File: src/rtl/alu_muldiv_seq_if.sv
// Request/response handshake bundle for the sequential ALU / mul-div execute unit.
`timescale 1ns/1ps
interface alu_muldiv_seq_if #(
  parameter int XLEN = 32
);
  logic            req_valid;
  logic            req_ready;
  logic            req_muldiv;
  logic [3:0]      req_fn;
  logic [XLEN-1:0] req_in1;
  logic [XLEN-1:0] req_in2;
  logic            kill;
  logic            resp_valid;
  logic            resp_ready;
  logic [XLEN-1:0] resp_data;
  logic            resp_cmp;

  modport master (
    output req_valid, req_muldiv, req_fn, req_in1, req_in2, kill, resp_ready,
    input  req_ready, resp_valid, resp_data, resp_cmp
  );

  modport slave (
    input  req_valid, req_muldiv, req_fn, req_in1, req_in2, kill, resp_ready,
    output req_ready, resp_valid, resp_data, resp_cmp
  );
endinterface

File: src/rtl/alu_muldiv_seq.sv
// Execute unit: single-cycle ALU plus iterative RV-M multiply/divide behind valid/ready.
// Build option MULDIV_EARLY_OUT_EN: plain MUL leaves early once the remaining multiplier bits are zero.
`timescale 1ns/1ps
module alu_muldiv_seq #(
  parameter int XLEN       = 32,
  parameter int MUL_UNROLL = 1
) (
  input  logic            clock,
  input  logic            reset_n,
  alu_muldiv_seq_if.slave io
);
  localparam int LOGX  = $clog2(XLEN);
  localparam int CW    = LOGX + 1;
  localparam int MSTEP = XLEN / MUL_UNROLL;

  typedef enum logic [2:0] {IDLE, MUL, DIV, DIV_FIX, DONE} state_t;
  state_t state_q, state_d;

  logic [1:0]        fn_q;
  logic [CW-1:0]     cnt_q;
  logic [2*XLEN-1:0] acc_q, mcand_q;
  logic [XLEN-1:0]   mplier_q, quo_q, rem_q, dsr_q, data_q;
  logic              neg_q_q, neg_r_q, cmp_q;
  logic              accept;

  assign accept = io.req_valid && (state_q == IDLE);

  // ALU
  logic [LOGX-1:0] shamt;
  logic [XLEN-1:0] alu_data;
  logic            alu_cmp, lt_s, lt_u;

  always_comb begin
    shamt    = io.req_in2[LOGX-1:0];
    lt_s     = $signed(io.req_in1) < $signed(io.req_in2);
    lt_u     = io.req_in1 < io.req_in2;
    alu_data = '0;
    alu_cmp  = 1'b0;
    case (io.req_fn)
      4'd0:  alu_data = io.req_in1 + io.req_in2;
      4'd1:  alu_data = io.req_in1 << shamt;
      4'd2:  alu_cmp  = (io.req_in1 == io.req_in2);
      4'd3:  alu_cmp  = (io.req_in1 != io.req_in2);
      4'd4:  alu_data = io.req_in1 ^ io.req_in2;
      4'd5:  alu_data = io.req_in1 >> shamt;
      4'd6:  alu_data = io.req_in1 | io.req_in2;
      4'd7:  alu_data = io.req_in1 & io.req_in2;
      4'd10: alu_data = io.req_in1 - io.req_in2;
      4'd11: alu_data = $signed(io.req_in1) >>> shamt;
      4'd12: begin alu_cmp = lt_s; alu_data = {{(XLEN-1){1'b0}}, lt_s}; end
      4'd13: alu_cmp  = !lt_s;
      4'd14: begin alu_cmp = lt_u; alu_data = {{(XLEN-1){1'b0}}, lt_u}; end
      4'd15: alu_cmp  = !lt_u;
      default: ;
    endcase
  end

  // Multiplier step. The accept edge already retires the first MUL_UNROLL bits,
  // so the op finishes on exactly the MSTEP-th edge.
  logic [1:0]        st_fn;
  logic [CW-1:0]     st_cnt;
  logic [2*XLEN-1:0] st_acc, st_mcand, mul_acc, mul_mcand;
  logic [XLEN-1:0]   st_mplier, mul_mplier, mul_res;
  logic              a_sgn, mul_early, mul_last;

  always_comb begin
    a_sgn = (io.req_fn[1:0] == 2'd1) || (io.req_fn[1:0] == 2'd2);
    if (state_q == IDLE) begin
      st_fn     = io.req_fn[1:0];
      st_cnt    = '0;
      st_acc    = '0;
      st_mcand  = {{XLEN{a_sgn & io.req_in1[XLEN-1]}}, io.req_in1};
      st_mplier = io.req_in2;
    end else begin
      st_fn     = fn_q;
      st_cnt    = cnt_q;
      st_acc    = acc_q;
      st_mcand  = mcand_q;
      st_mplier = mplier_q;
    end
    mul_acc = st_acc;
    for (int j = 0; j < MUL_UNROLL; j++) begin
      if (st_mplier[j]) begin
        // signed multiplier: the top bit carries negative weight
        if (st_fn == 2'd1 && (int'(st_cnt) * MUL_UNROLL + j == XLEN - 1))
          mul_acc = mul_acc - (st_mcand << j);
        else
          mul_acc = mul_acc + (st_mcand << j);
      end
    end
    mul_mcand  = st_mcand << MUL_UNROLL;
    mul_mplier = st_mplier >> MUL_UNROLL;
    mul_res    = (st_fn == 2'd0) ? mul_acc[XLEN-1:0] : mul_acc[2*XLEN-1:XLEN];
`ifdef MULDIV_EARLY_OUT_EN
    mul_early  = (st_fn == 2'd0) && (mul_mplier == '0);
`else
    mul_early  = 1'b0;
`endif
    mul_last   = mul_early || (st_cnt == CW'(MSTEP - 1));
  end

  // Restoring divider on magnitudes; the first iteration also runs on the accept edge.
  logic            dv_sgn, dz, ovf, div_fast, ge;
  logic [XLEN-1:0] mag1, mag2, st_quo, st_rem, st_dsr;
  logic [XLEN-1:0] div_quo, div_rem, diff, fast_data, quo_fix, rem_fix;
  logic [XLEN:0]   trial;

  always_comb begin
    dv_sgn   = !io.req_fn[0];
    mag1     = (dv_sgn && io.req_in1[XLEN-1]) ? -io.req_in1 : io.req_in1;
    mag2     = (dv_sgn && io.req_in2[XLEN-1]) ? -io.req_in2 : io.req_in2;
    dz       = (io.req_in2 == '0);
    ovf      = dv_sgn && (io.req_in1 == {1'b1, {(XLEN-1){1'b0}}}) && (&io.req_in2);
    div_fast = dz || ovf;
    if (dz) fast_data = io.req_fn[1] ? io.req_in1 : '1;
    else    fast_data = io.req_fn[1] ? '0 : io.req_in1;
    if (state_q == IDLE) begin
      st_quo = mag1;
      st_rem = '0;
      st_dsr = mag2;
    end else begin
      st_quo = quo_q;
      st_rem = rem_q;
      st_dsr = dsr_q;
    end
    trial   = {st_rem, st_quo[XLEN-1]};
    ge      = trial >= {1'b0, st_dsr};
    diff    = trial[XLEN-1:0] - st_dsr;
    div_rem = ge ? diff : trial[XLEN-1:0];
    div_quo = {st_quo[XLEN-2:0], ge};
    quo_fix = neg_q_q ? -quo_q : quo_q;
    rem_fix = neg_r_q ? -rem_q : rem_q;
  end

  always_comb begin
    state_d = state_q;
    case (state_q)
      IDLE: if (accept) begin
        if (!io.req_muldiv || io.req_fn[3]) state_d = DONE;
        else if (!io.req_fn[2])             state_d = mul_last ? DONE : MUL;
        else if (div_fast)                  state_d = DONE;
        else                                state_d = DIV;
      end
      MUL:     if (mul_last) state_d = DONE;
      DIV:     if (cnt_q == CW'(XLEN - 1)) state_d = DIV_FIX;
      DIV_FIX: state_d = DONE;
      DONE:    if (io.resp_ready) state_d = IDLE;
      default: state_d = IDLE;
    endcase
    if (io.kill && state_q != IDLE) state_d = IDLE;
  end

  always_ff @(posedge clock or negedge reset_n) begin
    if (!reset_n) state_q <= IDLE;
    else          state_q <= state_d;
  end

  always_ff @(posedge clock or negedge reset_n) begin
    if (!reset_n) begin
      fn_q     <= '0;
      cnt_q    <= '0;
      acc_q    <= '0;
      mcand_q  <= '0;
      mplier_q <= '0;
      quo_q    <= '0;
      rem_q    <= '0;
      dsr_q    <= '0;
      neg_q_q  <= 1'b0;
      neg_r_q  <= 1'b0;
      data_q   <= '0;
      cmp_q    <= 1'b0;
    end else begin
      case (state_q)
        IDLE: if (accept) begin
          fn_q   <= io.req_fn[1:0];
          data_q <= '0;
          cmp_q  <= 1'b0;
          if (!io.req_muldiv) begin
            data_q <= alu_data;
            cmp_q  <= alu_cmp;
          end else if (io.req_fn[3]) begin
          end else if (!io.req_fn[2]) begin
            acc_q    <= mul_acc;
            mcand_q  <= mul_mcand;
            mplier_q <= mul_mplier;
            cnt_q    <= CW'(1);
            data_q   <= mul_res;
          end else if (div_fast) begin
            data_q <= fast_data;
          end else begin
            quo_q   <= div_quo;
            rem_q   <= div_rem;
            dsr_q   <= mag2;
            neg_q_q <= dv_sgn && (io.req_in1[XLEN-1] ^ io.req_in2[XLEN-1]);
            neg_r_q <= dv_sgn && io.req_in1[XLEN-1];
            cnt_q   <= CW'(1);
          end
        end
        MUL: begin
          acc_q    <= mul_acc;
          mcand_q  <= mul_mcand;
          mplier_q <= mul_mplier;
          cnt_q    <= cnt_q + CW'(1);
          data_q   <= mul_res;
        end
        DIV: begin
          quo_q <= div_quo;
          rem_q <= div_rem;
          cnt_q <= cnt_q + CW'(1);
        end
        DIV_FIX: data_q <= fn_q[1] ? rem_fix : quo_fix;
        default: ;
      endcase
      if (state_d == IDLE) cnt_q <= '0;
    end
  end

  assign io.req_ready  = (state_q == IDLE);
  assign io.resp_valid = (state_q == DONE);
  assign io.resp_data  = (state_q == DONE) ? data_q : '0;
  assign io.resp_cmp   = (state_q == DONE) ? cmp_q : 1'b0;
endmodule

File: src/flat_wrapper.sv
// flat-port wrapper written by rule: the top's interface ports become plain ports
module alu_muldiv_seq_flat 
#(
  parameter int XLEN       = 32,
  parameter int MUL_UNROLL = 1
)
  (clock, reset_n, io_req_valid, io_req_muldiv, io_req_fn, io_req_in1, io_req_in2, io_kill, io_resp_ready, io_req_ready, io_resp_valid, io_resp_data, io_resp_cmp);
  alu_muldiv_seq_if #(.XLEN(XLEN)) io_i ();
  input  logic clock;
  input  logic reset_n;
  input wire logic [$bits(io_i.req_valid)-1:0] io_req_valid;
  input wire logic [$bits(io_i.req_muldiv)-1:0] io_req_muldiv;
  input wire logic [$bits(io_i.req_fn)-1:0] io_req_fn;
  input wire logic [$bits(io_i.req_in1)-1:0] io_req_in1;
  input wire logic [$bits(io_i.req_in2)-1:0] io_req_in2;
  input wire logic [$bits(io_i.kill)-1:0] io_kill;
  input wire logic [$bits(io_i.resp_ready)-1:0] io_resp_ready;
  output wire logic [$bits(io_i.req_ready)-1:0] io_req_ready;
  output wire logic [$bits(io_i.resp_valid)-1:0] io_resp_valid;
  output wire logic [$bits(io_i.resp_data)-1:0] io_resp_data;
  output wire logic [$bits(io_i.resp_cmp)-1:0] io_resp_cmp;
  assign io_i.req_valid = io_req_valid;
  assign io_i.req_muldiv = io_req_muldiv;
  assign io_i.req_fn = io_req_fn;
  assign io_i.req_in1 = io_req_in1;
  assign io_i.req_in2 = io_req_in2;
  assign io_i.kill = io_kill;
  assign io_i.resp_ready = io_resp_ready;
  assign io_req_ready = io_i.req_ready;
  assign io_resp_valid = io_i.resp_valid;
  assign io_resp_data = io_i.resp_data;
  assign io_resp_cmp = io_i.resp_cmp;
  alu_muldiv_seq #(.XLEN(XLEN), .MUL_UNROLL(MUL_UNROLL)) u_core (.clock(clock), .reset_n(reset_n), .io(io_i));
endmodule
File: config.mk
export PLATFORM = sky130hd
export DESIGN_NAME = alu_muldiv_seq_flat
export DESIGN_NICKNAME = d
export VERILOG_FILES = /design/src/rtl/alu_muldiv_seq_if.sv /design/src/rtl/alu_muldiv_seq.sv /design/src/flat_wrapper.sv
export SDC_FILE = /design/constraint.sdc
export NUM_CORES = 2
export LEC_CHECK = 0
export CELL_PAD_IN_SITES_DETAIL_PLACEMENT = 0
export CELL_PAD_IN_SITES_GLOBAL_PLACEMENT = 1
export CORE_MARGIN = 2
export CORE_UTILIZATION = 51
export CTS_BUF_LIST = sky130_fd_sc_hd__clkbuf_8 sky130_fd_sc_hd__clkbuf_16
export CTS_CLUSTER_SIZE = 30
export DETAILED_ROUTE_END_ITERATION = 16
export PLACE_DENSITY = 0.95
export SYNTH_ARGS = -nofsm -noshare
export SYNTH_HDL_FRONTEND = slang
export SYNTH_SLANG_ARGS = --single-unit
export TNS_END_PERCENT = 5
File: constraint.sdc
create_clock -name clock -period 17.7 [get_ports clock]
set_input_delay 2.655 -clock clock [delete_from_list [all_inputs] [get_ports clock]]
set_output_delay 2.655 -clock clock [all_outputs]
set_load 0.03 [all_outputs]
# [After elaboration in Yosys (flattened, before gate mapping)]
# Index checks and enable logic that the tools add are counted.
[classes] bitwise_logic=7 mux=75 eq_ne=36 add_sub_neg=10 shift=3 n_reduce_logical=33 magnitude_cmp=3
[op_table] operator="$mux 32" count=34
[op_table] operator="$mux 64" count=12
[op_table] operator="$pmux 32 s10" count=1
[op_table] operator="$pmux 64 s2" count=2
[op_table] operator="$pmux 32 s2" count=3
[op_table] operator="$neg 32->32" count=4
[op_table] operator="$pmux 32 s3" count=1
[op_table] operator="$add 64x64->64" count=1
[op_table] operator="$lt 32x32->1" count=2
[op_table] operator="$sub 32x32->32" count=2
[op_table] operator="$sub 64x64->64" count=1
[op_table] operator="$mux 6" count=7
[op_table] operator="$ge 33x32->1" count=1
[op_table] operator="$add 32x32->32" count=1
[op_table] operator="$and 32x32->32" count=1
[op_table] operator="$eq 32x32->1" count=1
[op_table] operator="$eq 32x32->1 const B" count=1
[op_table] operator="$logic_not 32->1" count=1
[op_table] operator="$ne 32x32->1" count=1
[op_table] operator="$or 32x32->32" count=1
[op_table] operator="$reduce_and 32->1" count=1
[op_table] operator="$shl 32x5->32" count=1
[op_table] operator="$shr 32x5->32" count=1
[op_table] operator="$sshr 32x5->32" count=1
[op_table] operator="other kinds (39)" count=85
[totals] word_cells=180 out_inout_bits=35 register_bits=302 input_bits=74

# [Logic depth before layout (Yosys ltp)]
[logic_depth] ltp_word=13 depth_mapped=29 ltp_nobuf=24

# [Worst setup path after synthesis]
# Ideal clock, no wire load.
[synth_timing] kind="input -> register" startpoint="input port io_req_in2[1]" endpoint="register u_core.rem_q[23]" t_arrival_ps=7634 setup_ps=137 required_ps=17563 stages=23 n_path_buf=4 setup_slack_ps=9929 path_cell_list="clkbuf_1 -> clkbuf_1 -> inv_1 -> ha_1 -> or3b_2 -> nor3_1 -> a31oi_1 -> xnor2_1 -> nor2_1 -> a21oi_1 -> ha_1 -> and3_1 -> nand3_1 -> nor2_1 -> a211oi_1 -> o31ai_1 -> a311oi_1 -> o31ai_1 -> o21ai_0 -> clkbuf_1 -> clkbuf_1 -> mux2i_1 -> a21oi_1"
[synth_between] elab_chain_len=11 elab_cells_between_ends=18 classes_between="add/sub: 2; order compare: 1; eq/ne: 1; mux: 9; reduce/logical: 5"
[synth_rtl] item="from (decl)" line="flat_wrapper.sv:15" rtl="input wire logic [$bits(io_i.req_in2)-1:0] io_req_in2;"
[synth_rtl] item="$neg 32->32" line="alu_muldiv_seq.sv:111" rtl="mag2 = (dv_sgn && io.req_in2[XLEN-1]) ? -io.req_in2 : io.req_in2;"
[synth_rtl] item="$mux 32" line="alu_muldiv_seq.sv:111"
[synth_rtl] item="$mux 32" line="alu_muldiv_seq.sv:117" rtl="if (state_q == IDLE) begin"
[synth_rtl] item="$sub 32x32->32 / $ge 33x32->1 (equally long branches)" line="alu_muldiv_seq.sv:128, alu_muldiv_seq.sv:127"
[synth_rtl] item="$mux 32" line="alu_muldiv_seq.sv:129" rtl="div_rem = ge ? diff : trial[XLEN-1:0];"
[synth_rtl] item="$mux 32" line="alu_muldiv_seq.sv:188" rtl="end else if (div_fast) begin"
[synth_rtl] item="$mux 32" line="alu_muldiv_seq.sv:182" rtl="end else if (!io.req_fn[2]) begin"
[synth_rtl] item="$mux 32" line="alu_muldiv_seq.sv:181" rtl="end else if (io.req_fn[3]) begin"
[synth_rtl] item="$mux 32" line="alu_muldiv_seq.sv:178" rtl="if (!io.req_muldiv) begin"
[synth_rtl] item="$mux 32" line="alu_muldiv_seq.sv:174" rtl="IDLE: if (accept) begin"
[synth_rtl] item="$pmux 32 s2" line="alu_muldiv_seq.sv:173" rtl="case (state_q)"
[synth_rtl] item="to (signal assigned)" line="alu_muldiv_seq.sv:192" rtl="rem_q <= div_rem;"
[synth_rtl] item="to (signal assigned)" line="alu_muldiv_seq.sv:208" rtl="rem_q <= div_rem;"
[synth_rtl] item="to (decl)" line="alu_muldiv_seq.sv:22" rtl="logic [XLEN-1:0] mplier_q, quo_q, rem_q, dsr_q, data_q;"
# Parallel ways exist; a longest one is shown, timed or not. The select of a mux whose other input is x is not followed.
# A chain may end at the register's enable or synchronous reset.

# [Worst setup path after layout]
[layout_timing] startpoint="input port io_req_in1[5]" endpoint="register u_core.data_q[30]"
[layout_between] elab_chain_len=10 elab_cells_between_ends=22 classes_between="add/sub: 4; eq/ne: 1; shift: 3; mux: 11; reduce/logical: 3"
[layout_rtl] item="from (decl)" line="flat_wrapper.sv:14" rtl="input wire logic [$bits(io_i.req_in1)-1:0] io_req_in1;"
[layout_rtl] item="$mux 64 / $eq 32x32->1 (equally long branches)" line="alu_muldiv_seq.sv:68, alu_muldiv_seq.sv:113"
[layout_rtl] item="$add 64x64->64 (tied with other cells)" line="alu_muldiv_seq.sv:88" rtl="mul_acc = mul_acc + (st_mcand << j);"
[layout_rtl] item="$mux 64 / $logic_and 1x1->1 (equally long branches)" line="alu_muldiv_seq.sv:85, alu_muldiv_seq.sv:113"
[layout_rtl] item="$mux 64 / $logic_or 1x1->1 (equally long branches)" line="alu_muldiv_seq.sv:83, alu_muldiv_seq.sv:114"
[layout_rtl] item="$mux 32 (on tied branches)" line="alu_muldiv_seq.sv:93, alu_muldiv_seq.sv:188"
[layout_rtl] item="$mux 32" line="alu_muldiv_seq.sv:182"
[layout_rtl] item="$mux 32" line="alu_muldiv_seq.sv:181"
[layout_rtl] item="$mux 32" line="alu_muldiv_seq.sv:178"
[layout_rtl] item="$mux 32" line="alu_muldiv_seq.sv:174"
[layout_rtl] item="$pmux 32 s3 (*)" line="alu_muldiv_seq.sv:173"
[layout_rtl] item="to (signal assigned)" line="alu_muldiv_seq.sv:179" rtl="data_q <= alu_data;"
[layout_rtl] item="to (signal assigned)" line="alu_muldiv_seq.sv:187" rtl="data_q <= mul_res;"
[layout_rtl] item="to (signal assigned)" line="alu_muldiv_seq.sv:189" rtl="data_q <= fast_data;"
[layout_rtl] item="to (decl)" line="alu_muldiv_seq.sv:22"
# Mark *: on every way between the ends. The rest lies on a longest branch, timed or not. The select of a mux whose other input is x is not followed.

==> run_results.csv <==
group,metric,value,unit
final_layout,drive_gt1_frac,0.0601,
job,maxCapViolations,0,
detailed_routing,wire_per_inst,28.4,um
sta,min_period,9290,ps
yosys,ys_seq_area_frac,0.219,
yosys,syn_nets,4999,
sta,rsz0062_at_grt,"no",
cts,cts_sinks,300,
pwr,peakVddDrop,0.148,mV
yosys,ys_top_cells_by_area,"dfrtp_1, a21oi_1, ha_1, o21ai_0, nand2_1",
detailed_routing,drc_errors,0,
detailed_routing,dr_total_vias,38473,
cts,holdBufCountCts,0,
placed_design,io_buffers,108,
final_layout,nNetsFinal,4876,
floorplan,row_count,95,
yosys,synth_edf_count,0,
placed_design,place_ws,8200,ps
placed_design,dpl.hpwl,117000,um
yosys,synth_cell_type_count,91,
cts,cts_tree,"built",
yosys,synth_warnings,0,
global_route,antenna_found_initial,3,
worst_setup_path,start_kind,"primary input",
yosys,syn-instance-count,4719,
cts,clk_pin_slew_worst_paths,60,ps
worst_setup_path,slowest_delay,830,ps
pwr,power.leakage,15.5,nW
worst_setup_path,worstPathCellList,"clkdlybuf4s50_1 -> nor3_1 -> nand3_1 -> nor3_1 -> o221ai_1 -> or4_1 -> a21o_1 -> a21oi_2 -> o21ai_1 -> nand2_1 -> nand2_1 -> o21ai_0 -> ha_1 -> inv_1 -> o21bai_1 -> a21oi_1 -> o21ai_0 -> a221oi_1 -> a211oi_1 -> o31ai_1 -> mux2i_1 -> o21a_1 -> o32a_1",
sta,finalMaxSlewViolations,0,
floorplan,core,0.0669,mm^2
detailed_routing,wirelength,156000,um
worst_setup_path,required,18180,ps
final_layout,finalNonFillerCells,5500,
sta,max_freq,0.108,GHz
sta,skew,35.8,ps
sta,fin_hold_ws,478,ps
floorplan,start_util,0.513,
cts,cts_resized,0,
sta,period_share,0.525,
global_route,grt_pass1_vias,34349,
pwr,report.power.total,5.87,mW
detailed_routing,drt_first_pass_iters,8,
yosys,synth.cell_area,0.0343,mm^2
placed_design,place.gp.congestion,1.09,
sta,relSlewSlack,0.126,
floorplan,ios,109,
global_route,grt_start_max_net_pins,138,
detailed_routing,ant_nets,0,
floorplan,die_x,263,um
worst_setup_path,path_max_fanout,14,
cts,post_cts_buffers,0,
placed_design,placed_cells,5428,
worst_setup_path,cp.arrival,9770,ps
hold_path,hold_path_class,"flip-flop to flip-flop",
detailed_routing,drtIter0Drc,6212,
sta,fin_tns_setup,0,ps
cts,htreeDepth,2,
final_layout,areaGrowthSynthToFinish,8.37,%
cts,cts_buffers,39,
yosys,synthFlopType,"dfrtp_1",
global_route,grt_pass1_wl,228000,um
cts,root_buffer,"clkbuf_16",
yosys,ys_seq_elements,300,
pwr,powerDensity,158,mW/mm^2
global_route,overflow,0,
detailed_routing,routed_via_density,7.00,
floorplan,die_h,263,um
worst_setup_path,critPathSlowestCell,"or4_1",
sta,tightest_slew,1300,ps
cts,clock_path_buffers,3,
global_route,grt_use_total,0.434,
floorplan,die-area,0.0694,mm^2
sta,hold_viol_final,0,
outcome,run_status,"finished, final reports clean",
cts,worstSkewPairLatency,600,ps
yosys,synthDominantCellAreaShare,0.219,
worst_setup_path,path_class,"primary input to flip-flop",
worst_setup_path,cp-end-kind,"flip-flop",
yosys,yosysTopAreaCell,"dfrtp_1",
worst_setup_path,crit_family,"compound AO/OA/AOI/OAI gates",
worst_setup_path,crit_buf_inv,2,
yosys,syn_avg_cell_area,7.28,um^2
yosys,async_reset_ff_frac,1.00,
sta,worst_slack,8410,ps
sta,setup_viol_count_final,0,
## state kept, by name (all words and copies together) (netlist names)
signal / count
u_core.acc_q: 64
u_core.cmp_q: 1
u_core.cnt_q: 6
u_core.data_q: 32
u_core.dsr_q: 32
u_core.fn_q: 2
u_core.mcand_q: 63
u_core.mplier_q: 31
u_core.neg_q_q: 1
u_core.neg_r_q: 1
u_core.quo_q: 32
u_core.rem_q: 32
u_core.state_q: 3
## report_power, final
group | leakage [nW] | internal (mW) | switching (mW)
Clock | 0.672 | 0.493 | 0.354
Sequential | 3.82 | 0.970 | 0.331
Combinational | 11.0 | 1.24 | 2.48
Total | 15.5 | 2.70 | 3.17
## worst reg2reg max path, delay by kind of cell, from the launching register on
kind            cells  cell delay [ps]
buf+inv             4             1540
fa+ha+maj           1              340
mux                 2              440
flops               1              700
simple gates        4             1460
compound gates     13             3380
## cells by family after synthesis
kind of cell,count (synthesis),share of synthesized area
AND/OR/NAND/NOR,1644,0.222
AO/OA/AOI/OAI,1701,0.306
multiplexers,115,0.0560
buffers and inverters,490,0.0541
flip-flops,300,0.219
XOR/XNOR,263,0.0671
adder cells (fa/ha/maj),206,0.0759
## Yosys cell counts (37+ instances only)
| cell type | n |
|---|---|
| nand4_1 | 49 |
| a21o_1 | 83 |
| a22oi_1 | 37 |
| a211oi_1 | 46 |
| mux4_2 | 61 |
| nand3_1 | 60 |
| or3_1 | 44 |
| xnor2_1 | 167 |
| o31ai_1 | 61 |
| mux2i_1 | 50 |
| inv_1 | 127 |
| o211ai_1 | 43 |
| nor4_1 | 39 |
| a31oi_1 | 92 |
| and2_1 | 138 |
| xor2_1 | 96 |
| dfrtp_1 | 300 |
| clkbuf_1 | 310 |
| a21oi_1 | 512 |
| buf_1 | 38 |
| nand2_1 | 566 |
| o21ai_0 | 486 |
| ha_1 | 202 |
| nor2_1 | 486 |
| nor3_1 | 83 |
## metrics by stage
step / utilization / area (um^2)
floorplan: - / 34300
global placement: 0.536 / 35900
detailed placement: 0.536 / 35900
CTS: 0.556 / 37200
global route: 0.556 / 37200
finish: 0.556 / 37200
## cell type report
class,instances,area (um^2)
flip-flops and latches,300,7510
clock inverters,26,253
well taps,873,1090
diodes,2,5.00
clock buffers,44,1070
multi-input cells,3929,25100
repair buffers,194,1720
fillers,6469,29700
inverters,132,497
## worst paths after layout
kind	cells past startpoint	slack (ps)	endpoint	startpoint
min in group asynchronous	1	2110	u_core.mcand_q[4]$_DFFE_PN0P_	reset_n
worst min-delay path	2	480	u_core.acc_q[6]$_DFFE_PN0P_	u_core.acc_q[6]$_DFFE_PN0P_
worst max-delay path	23	8410	u_core.data_q[30]$_DFFE_PN0P_	io_req_in1[5]
worst min register to register	2	480	u_core.acc_q[6]$_DFFE_PN0P_	u_core.acc_q[6]$_DFFE_PN0P_
worst max register to register	24	9760	u_core.data_q[30]$_DFFE_PN0P_	u_core.state_q[1]$_DFF_PN0_
max in group asynchronous	3	13380	u_core.acc_q[63]$_DFFE_PN0P_	reset_n
## placed cells by master (no fill, tap or decap), drive strengths merged, types with 43 or more instances in the layout
cell type      synthesis  routed
a211oi                46      46
a21o                  83      83
a21oi                513     513
a31oi                 92      92
and2                 140     140
buf                   48      92
clkbuf               310      44
clkdlybuf4s50          0     102
dfrtp                300     300
ha                   202     202
inv                  129     138
mux2i                 50      50
mux4                  61      61
nand2                566     566
nand3                 60      60
nand4                 49      49
nor2                 487     487
nor3                  84      84
o211ai                43      43
o21ai                489     489
o31ai                 62      62
or3                   44      44
xnor2                167     167
xor2                  96      96
## metal layers
metal,wire length [um],track usage,up-vias
met5,80,0,-
met2,61200,0.593,2819
li1,-,-,16930
met3,23100,0.143,483
met1,62300,0.605,18239
met4,9630,0.222,2
(Power assumes the default switching activity.)
